File: config.mk
export PLATFORM = sky130hd
export DESIGN_NAME = lemmings_terrain
export DESIGN_NICKNAME = d
export VERILOG_FILES = /design/src/rtl/lemmings_pkg.sv /design/src/rtl/lemmings_neighbor_decode.sv /design/src/rtl/lemmings_terrain.sv
export SDC_FILE = /design/constraint.sdc
export NUM_CORES = 1
export LEC_CHECK = 0
export ABC_CLOCK_PERIOD_IN_PS = 6500
export BUFFER_PORTS_ARGS = -buffer_cell sky130_fd_sc_hd__buf_2
export CORE_ASPECT_RATIO = 1.75
export CORE_MARGIN = 5
export CORE_UTILIZATION = 57
export DETAILED_ROUTE_END_ITERATION = 12
export GPL_TIMING_DRIVEN = 0
export PLACE_DENSITY = 0.78
export SETUP_SLACK_MARGIN = 0.05
export SYNTH_ARGS = -nofsm -noshare
export SYNTH_HDL_FRONTEND = slang
export SYNTH_SLANG_ARGS = --single-unit
export TNS_END_PERCENT = 1
File: constraint.sdc
create_clock -name sys_clk -period 6.5 [get_ports sys_clk]
set_clock_uncertainty 0.2 [all_clocks]
set_input_delay 0.325 -clock sys_clk [delete_from_list [all_inputs] [get_ports sys_clk]]
set_output_delay 0.325 -clock sys_clk [all_outputs]
set_load 0.05 [all_outputs]
File: src/rtl/lemmings_pkg.sv
// Shared width helpers and the action priority decode for the lemmings terrain model.
// The LEMMINGS_DIG_EN macro (see lemmings_terrain) controls whether digging is honoured.
package lemmings_pkg;

  function automatic int calc_xw(input int width);
    return (width > 1) ? $clog2(width) : 1;
  endfunction

  function automatic int calc_yw(input int depth);
    return (depth > 0) ? $clog2(depth + 1) : 1;
  endfunction

  function automatic int calc_dw(input int cycles);
    return (cycles > 1) ? $clog2(cycles) : 1;
  endfunction

  typedef enum logic [2:0] {
    ACT_HOLD,
    ACT_FALL,
    ACT_DIG,
    ACT_LEFT,
    ACT_RIGHT
  } action_e;

  // Highest priority first; spawn and reset are handled by the caller.
  function automatic action_e decode_action(input logic aaah, input logic dig,
                                            input logic wl, input logic wr,
                                            input logic bl, input logic br);
    if (aaah)                  return ACT_FALL;
    else if (dig)              return ACT_DIG;
    else if (wl && !wr && !bl) return ACT_LEFT;
    else if (wr && !wl && !br) return ACT_RIGHT;
    else                       return ACT_HOLD;
  endfunction

endpackage

File: src/rtl/lemmings_neighbor_decode.sv
// Turns the lemming position and the three surrounding floor heights into
// the bump_left / bump_right / ground feedback seen by the walker FSM.
module lemmings_neighbor_decode
  import lemmings_pkg::*;
#(
  parameter int WIDTH = 16,
  parameter int XW    = 4,
  parameter int YW    = 4
) (
  input  logic [XW-1:0] x,
  input  logic [YW-1:0] y,
  input  logic [YW-1:0] h_left,
  input  logic [YW-1:0] h_here,
  input  logic [YW-1:0] h_right,
  output logic          bump_left,
  output logic          bump_right,
  output logic          ground
);

  // Same rule on both sides: world edge, or a neighbour taller than the lemming.
  function automatic logic side_bump(input logic at_edge, input logic [YW-1:0] h_nb,
                                     input logic [YW-1:0] y_cur);
    return at_edge || (h_nb > y_cur);
  endfunction

  assign bump_left  = side_bump(x == '0, h_left, y);
  assign bump_right = side_bump(x == XW'(WIDTH - 1), h_right, y);
  assign ground     = (y == h_here);

endmodule

File: src/rtl/lemmings_terrain.sv
// World model closing the loop around the Lemmings4 walker FSM: height map, lemming
// position and bump/ground feedback. Define LEMMINGS_DIG_EN to let digging erode the map.
module lemmings_terrain
  import lemmings_pkg::*;
#(
  parameter int WIDTH       = 16,
  parameter int DEPTH       = 8,
  parameter int INIT_HEIGHT = 4,
  parameter int SPAWN_X     = 0,
  parameter int DIG_CYCLES  = 3
) (
  input  logic                         sys_clk,
  input  logic                         sys_rst,
  input  logic                         walk_left,
  input  logic                         walk_right,
  input  logic                         aaah,
  input  logic                         digging,
  input  logic                         spawn,
  input  logic                         load_en,
  input  logic [calc_xw(WIDTH)-1:0]    load_col,
  input  logic [calc_yw(DEPTH)-1:0]    load_height,
  output logic                         bump_left,
  output logic                         bump_right,
  output logic                         ground,
  output logic [calc_xw(WIDTH)-1:0]    lem_x,
  output logic [calc_yw(DEPTH)-1:0]    lem_y
);

  localparam int XW = calc_xw(WIDTH);
  localparam int YW = calc_yw(DEPTH);

  logic [YW-1:0] floor_h_q [WIDTH];
  logic [YW-1:0] floor_h_d [WIDTH];
  logic [XW-1:0] x_q, x_d;
  logic [YW-1:0] y_q, y_d;

  logic [YW-1:0] h_left, h_here, h_right;
  logic [YW-1:0] load_clamped;
  logic          bump_l, bump_r, on_ground;
  logic          dig_req;
  action_e       act;

`ifdef LEMMINGS_DIG_EN
  localparam int DW = calc_dw(DIG_CYCLES);
  logic [DW-1:0] dcnt_q, dcnt_d;
  assign dig_req = digging;
`else
  logic unused_digging;
  assign unused_digging = digging;
  assign dig_req        = 1'b0;
`endif

  assign h_here  = floor_h_q[x_q];
  assign h_left  = (x_q != '0) ? floor_h_q[x_q - 1'b1] : '0;
  assign h_right = (x_q != XW'(WIDTH - 1)) ? floor_h_q[x_q + 1'b1] : '0;

  assign load_clamped = (load_height > YW'(DEPTH)) ? YW'(DEPTH) : load_height;

  lemmings_neighbor_decode #(
    .WIDTH (WIDTH),
    .XW    (XW),
    .YW    (YW)
  ) u_decode (
    .x          (x_q),
    .y          (y_q),
    .h_left     (h_left),
    .h_here     (h_here),
    .h_right    (h_right),
    .bump_left  (bump_l),
    .bump_right (bump_r),
    .ground     (on_ground)
  );

  assign bump_left  = bump_l;
  assign bump_right = bump_r;
  assign ground     = on_ground;
  assign lem_x      = x_q;
  assign lem_y      = y_q;

  always_comb begin
    // NOTE: every _d signal gets a default first so no path leaves it unassigned (no latches).
    floor_h_d = floor_h_q;
    x_d       = x_q;
    y_d       = y_q;
`ifdef LEMMINGS_DIG_EN
    dcnt_d    = '0;
`endif
    act = decode_action(aaah, dig_req, walk_left, walk_right, bump_l, bump_r);

    if (spawn) begin
      x_d = XW'(SPAWN_X);
      y_d = YW'(DEPTH);
    end else begin
      case (act)
        ACT_FALL:  if (y_q > h_here) y_d = y_q - 1'b1;
`ifdef LEMMINGS_DIG_EN
        ACT_DIG: begin
          if (dcnt_q != DW'(DIG_CYCLES - 1)) dcnt_d = dcnt_q + 1'b1;
          else if (h_here != '0)             floor_h_d[x_q] = h_here - 1'b1;
          else                               dcnt_d = dcnt_q;
        end
`endif
        ACT_LEFT:  x_d = x_q - 1'b1;
        ACT_RIGHT: x_d = x_q + 1'b1;
        default:   ;
      endcase
    end

    // A load overrides a same-column dig; the lemming is never left buried.
    if (load_en && (32'(load_col) < WIDTH)) floor_h_d[load_col] = load_clamped;
    if (floor_h_d[x_d] > y_d) y_d = floor_h_d[x_d];
  end

  always_ff @(posedge sys_clk) begin
    if (sys_rst) begin
      // NOTE: the height map is flop-based and reset, because reset defines the terrain.
      floor_h_q <= '{default: YW'(INIT_HEIGHT)};
      x_q       <= XW'(SPAWN_X);
      y_q       <= YW'(INIT_HEIGHT);
`ifdef LEMMINGS_DIG_EN
      dcnt_q    <= '0;
`endif
    end else begin
      floor_h_q <= floor_h_d;
      x_q       <= x_d;
      y_q       <= y_d;
`ifdef LEMMINGS_DIG_EN
      dcnt_q    <= dcnt_d;
`endif
    end
  end

endmodule
==> results.txt <==
The run finished with clean final reports. Setup violations remaining at the end of the flow were counted as 0. For hold timing, the worst endpoint is floor_h_q[31]. The net count of the finished layout is 725. For this design, the CTS-stage hold fixing added 0 buffers.

The area share of the largest cell type after synthesis came out at 24.23%. The worst setup path is captured at a register. The clock insertion delay at the later pin of the skew report came out at 350 ps.

The core box area is 0.01024 mm². The number of different library cells used by synthesis comes to 69. Across every metal layer, demand over resource in global routing totals 36.22%.

The share of layout cells above drive strength 1 came out at 29.21%. The post-detailed-route count of antenna-violating nets came out at 0. 27 I/O pins were placed. The sum of negative setup slack is 0 ps. The reg-to-reg setup timing slack came out at 190 ps. The repair_antennas step left the layout with diodes totalling 0.

The maximum fanout along the worst path is 10. At the worst endpoint, the required time is 6550 ps. Relative to the synthesized area, the layout overhead comes to 20.76%. The startpoint of the worst register-to-register path is lem_x[0]. Headroom to the max-slew limit came out at 24.10%. The maximum achievable frequency came out at 158.4 MHz. The max-slew violation total from the final report was 0. The net switching power of the design came out at 0.5577 mW. The first global-routing pass estimated 33880 µm of wire.

After detailed routing, the number of remaining DRC violations is 0. The proportion of synthesized flip-flops having asynchronous set or reset is 0%. The H-tree depth reported by CTS is 3. The number of antenna violations at the first check in global routing is 0. The final core area utilization is 70.17%.

The number of buffers on the longest clock path is 2. The count of flip-flops with a built-in enable after synthesis came out at 0. The number of port buffers came out at 23. The routed via count divided by cell count is 7.293.

The max capacitance violation total is 0. The half-perimeter wire length after detailed placement came out at 16530 µm. For the pin with the worst max-slew slack, the measured transition is 1130 ps. For this run, the leading register cell type out of synthesis is sky130_fd_sc_hd__dfxtp_1. The maximum number of pins on one net before global-route repair is 13. The depth of the most critical reg-to-reg path came out at 31. The reported leakage power came out at 2.685 nW. The total power draw came out at 1.482 mW. The mean routed wirelength per cell is 28.60 µm. The vias after detailed routing is 5995. The proportion of power drawn by the clock network came out at 31.6%. The worst hold path startpoint is load_col[1]. The total power per unit cell area is 206.3 mW/mm².

The critical path arrival is 6370 ps. The die outline area came out at 0.01266 mm². The via count of the first global-routing pass is 5799. For this run the aggregate overflow at the end of global routing stands at 0. The worst setup path is launched from a register. The path class of the lowest-slack min-delay path is primary input to register. The worst path uses 97.15% of the clock period. Counting instances, the worst hold path has a depth of 4. The final layout contains routed wiring with a total length of 23510 µm. The share of total power dissipated in combinational logic is 36.3%. The synthesized area per cell is 9.429 µm². The setup slack after placement is -1801 ps. The final worst slack came out at 185.3 ps. In this run the critical register-to-register path is captured at lem_y[1]. The sequential element share of the synthesized area came out at 24.23%.

The gate count after technology mapping is 631. The net switching share of the total power is 37.62%. After synthesis, the cell types taking the most area are sky130_fd_sc_hd__dfxtp_1, sky130_fd_sc_hd__mux4_2, sky130_fd_sc_hd__mux2i_1, sky130_fd_sc_hd__nand2_1, sky130_fd_sc_hd__ha_1. The number of buffer and inverter instances along the worst setup path is 7.

By instance count, the cell type seen most on the critical path is sky130_fd_sc_hd__nand2_1. Sequential cells burn 32.0% of the power. The first TritonRoute pass finished after 6 iterations. The critical path in this run is classified as register to register. In this design, the largest share of critical-path delay is due to multiplexers. The largest stage delay on the critical path came out at 510 ps. The die span in x is 87.23 µm. The placer congestion estimate is 1.034.

The library cell occupying the most area in the post-synthesis netlist is sky130_fd_sc_hd__dfxtp_1. For this design, the slowest cell found on the critical path is sky130_fd_sc_hd__mux2_2. The internal power contribution came out at 0.9246 mW.

The cell chosen for the clock root is sky130_fd_sc_hd__clkbuf_16. The summed instance area of the synthesized netlist is 0.005949 mm². The die span in y came out at 145.2 µm. TritonCTS built the clock tree. During synthesis, Yosys emitted a total of 0 warnings.

The net count after synthesis came out at 666. The initial standard-cell utilization of the core came out at 58.11%. The worst vdd rail ir drop is 0.0001925 V. The number of hold violations in the final report came out at 0. The row count came out at 49.

Counting flops and latches in the post-synthesis netlist gives 72. The clock slew seen by the registers of the worst setup and hold paths came out at 60 ps. The final critical-path required period is 6315 ps. The tree built by TritonCTS fans out to 72 sinks. The number of buffers created by CTS is 9. The number of violations reported at the end of detailed-routing iteration 0 is 935.
## cell families (layout without fill, tap and decap cells)
family | after synthesis | in the layout | synth area share, %
and+or+nand+nor | 225 | 225 | 18.57
muxes | 131 | 131 | 33.50
AOI/OAI and AO/OA | 116 | 116 | 13.86
DFF | 72 | 72 | 24.23
buffers and inverters | 61 | 125 | 4.816
adders and majority gates | 19 | 19 | 3.996
xor gates and xnor gates | 7 | 7 | 1.031
## area by class of cell
type                       count  area (µm²)
tap                          127       158.9
timing repair buffer          48       350.3
sequential                    72        1444
fill                         764        3054
inverter                      13       52.55
buffer                        48       391.6
clock buffer                  10       239.0
clock inverter                 6       35.03
multi-input combinational    498        4513
## how the worst max path moves through the flow
| stage | startpoint | endpoint | slack [ps] | cells past startpoint |
|---|---|---|---|---|
| detailed placement | lem_x[0] | lem_y[1] | -1800 | 28 |
| finish | lem_x[0] | lem_y[1] | 190 | 31 |
| global placement | lem_x[0] | lem_y[1] | -1650 | 28 |
| floorplan | lem_x[0] | lem_y[1] | 50 | 27 |
| global route | lem_x[0] | lem_y[1] | -0.2 | 31 |
| CTS | lem_x[0] | lem_y[1] | 60 | 29 |
## cell usage in the layout, fill, tap and decap left out, types with 15 or more instances in the layout
master                     instances
sky130_fd_sc_hd__dfxtp_1          70
sky130_fd_sc_hd__nand2_1          65
sky130_fd_sc_hd__mux2i_1          59
sky130_fd_sc_hd__nor2_1           58
sky130_fd_sc_hd__mux4_2           52
sky130_fd_sc_hd__a21oi_1          27
sky130_fd_sc_hd__nand2b_1         27
sky130_fd_sc_hd__buf_2            24
sky130_fd_sc_hd__buf_4            24
sky130_fd_sc_hd__clkbuf_1         22
sky130_fd_sc_hd__nor2b_1          20
sky130_fd_sc_hd__a211oi_1         17
sky130_fd_sc_hd__ha_1             17
sky130_fd_sc_hd__nand3_1          15
## state kept, by name, indices dropped and copies added (netlist names)
signal / flops
lem_y: 4
lem_x: 4
floor_h_q: 64
## stage by stage
stage               cell area [µm²]  hold slack (ps)  cells
detailed placement             6227            298.4    781
global route                   7184            236.2    822
global placement               6227            288.3    781
finish                         7184            205.5    822
CTS                            6744            202.3    803
floorplan                      5953            261.0    631
## synthesized netlist by cell type (5+ instances only)
master	n
sky130_fd_sc_hd__dfxtp_1	72
sky130_fd_sc_hd__nand2_1	65
sky130_fd_sc_hd__mux2i_1	64
sky130_fd_sc_hd__nor2_1	60
sky130_fd_sc_hd__mux4_2	52
sky130_fd_sc_hd__a21oi_1	29
sky130_fd_sc_hd__clkbuf_1	28
sky130_fd_sc_hd__nand2b_1	28
sky130_fd_sc_hd__a211oi_1	27
sky130_fd_sc_hd__nor2b_1	20
sky130_fd_sc_hd__ha_1	19
sky130_fd_sc_hd__nand3_1	15
sky130_fd_sc_hd__nor3_1	14
sky130_fd_sc_hd__o21ai_0	13
sky130_fd_sc_hd__inv_1	12
sky130_fd_sc_hd__buf_2	7
sky130_fd_sc_hd__mux2_2	7
sky130_fd_sc_hd__buf_1	6
sky130_fd_sc_hd__buf_6	6
sky130_fd_sc_hd__xnor2_1	6
sky130_fd_sc_hd__and3_1	5
## per-layer routing
metal	global-route usage (%)	up-vias	wire, µm
met3	7.374	159	2430
met5	0	-	0
met2	58.14	479	11370
li1	-	2493	-
met1	39.84	2864	7329
met4	30.11	0	2376
## power groups by stage
stage / clock network, mW / logic (mW) / registers (mW)
finish: 0.469 / 0.539 / 0.475
global route: 0.488 / 0.574 / 0.476
CTS: 0.468 / 0.489 / 0.474
detailed placement: 0 / 0.463 / 0.484
global placement: 0 / 0.446 / 0.482
floorplan: 0 / 0.317 / 0.510
## worst reg2reg max path: cells and delay by family, from the launching register on
kind            cells  cell delay (ps)
mux                 4             1440
simple gates        9             1050
fa+ha+maj           3              850
buf+inv             7              970
compound gates      8             1360
flops               1              350
## repair_timing
item,4_1_cts,5_1_grt
pin swaps,7,21
buffers inserted,6,17
endpoints found under the setup margin,4,4
gates resized for setup,46,66
gates cloned,0,2
(Power assumes the default switching activity.)
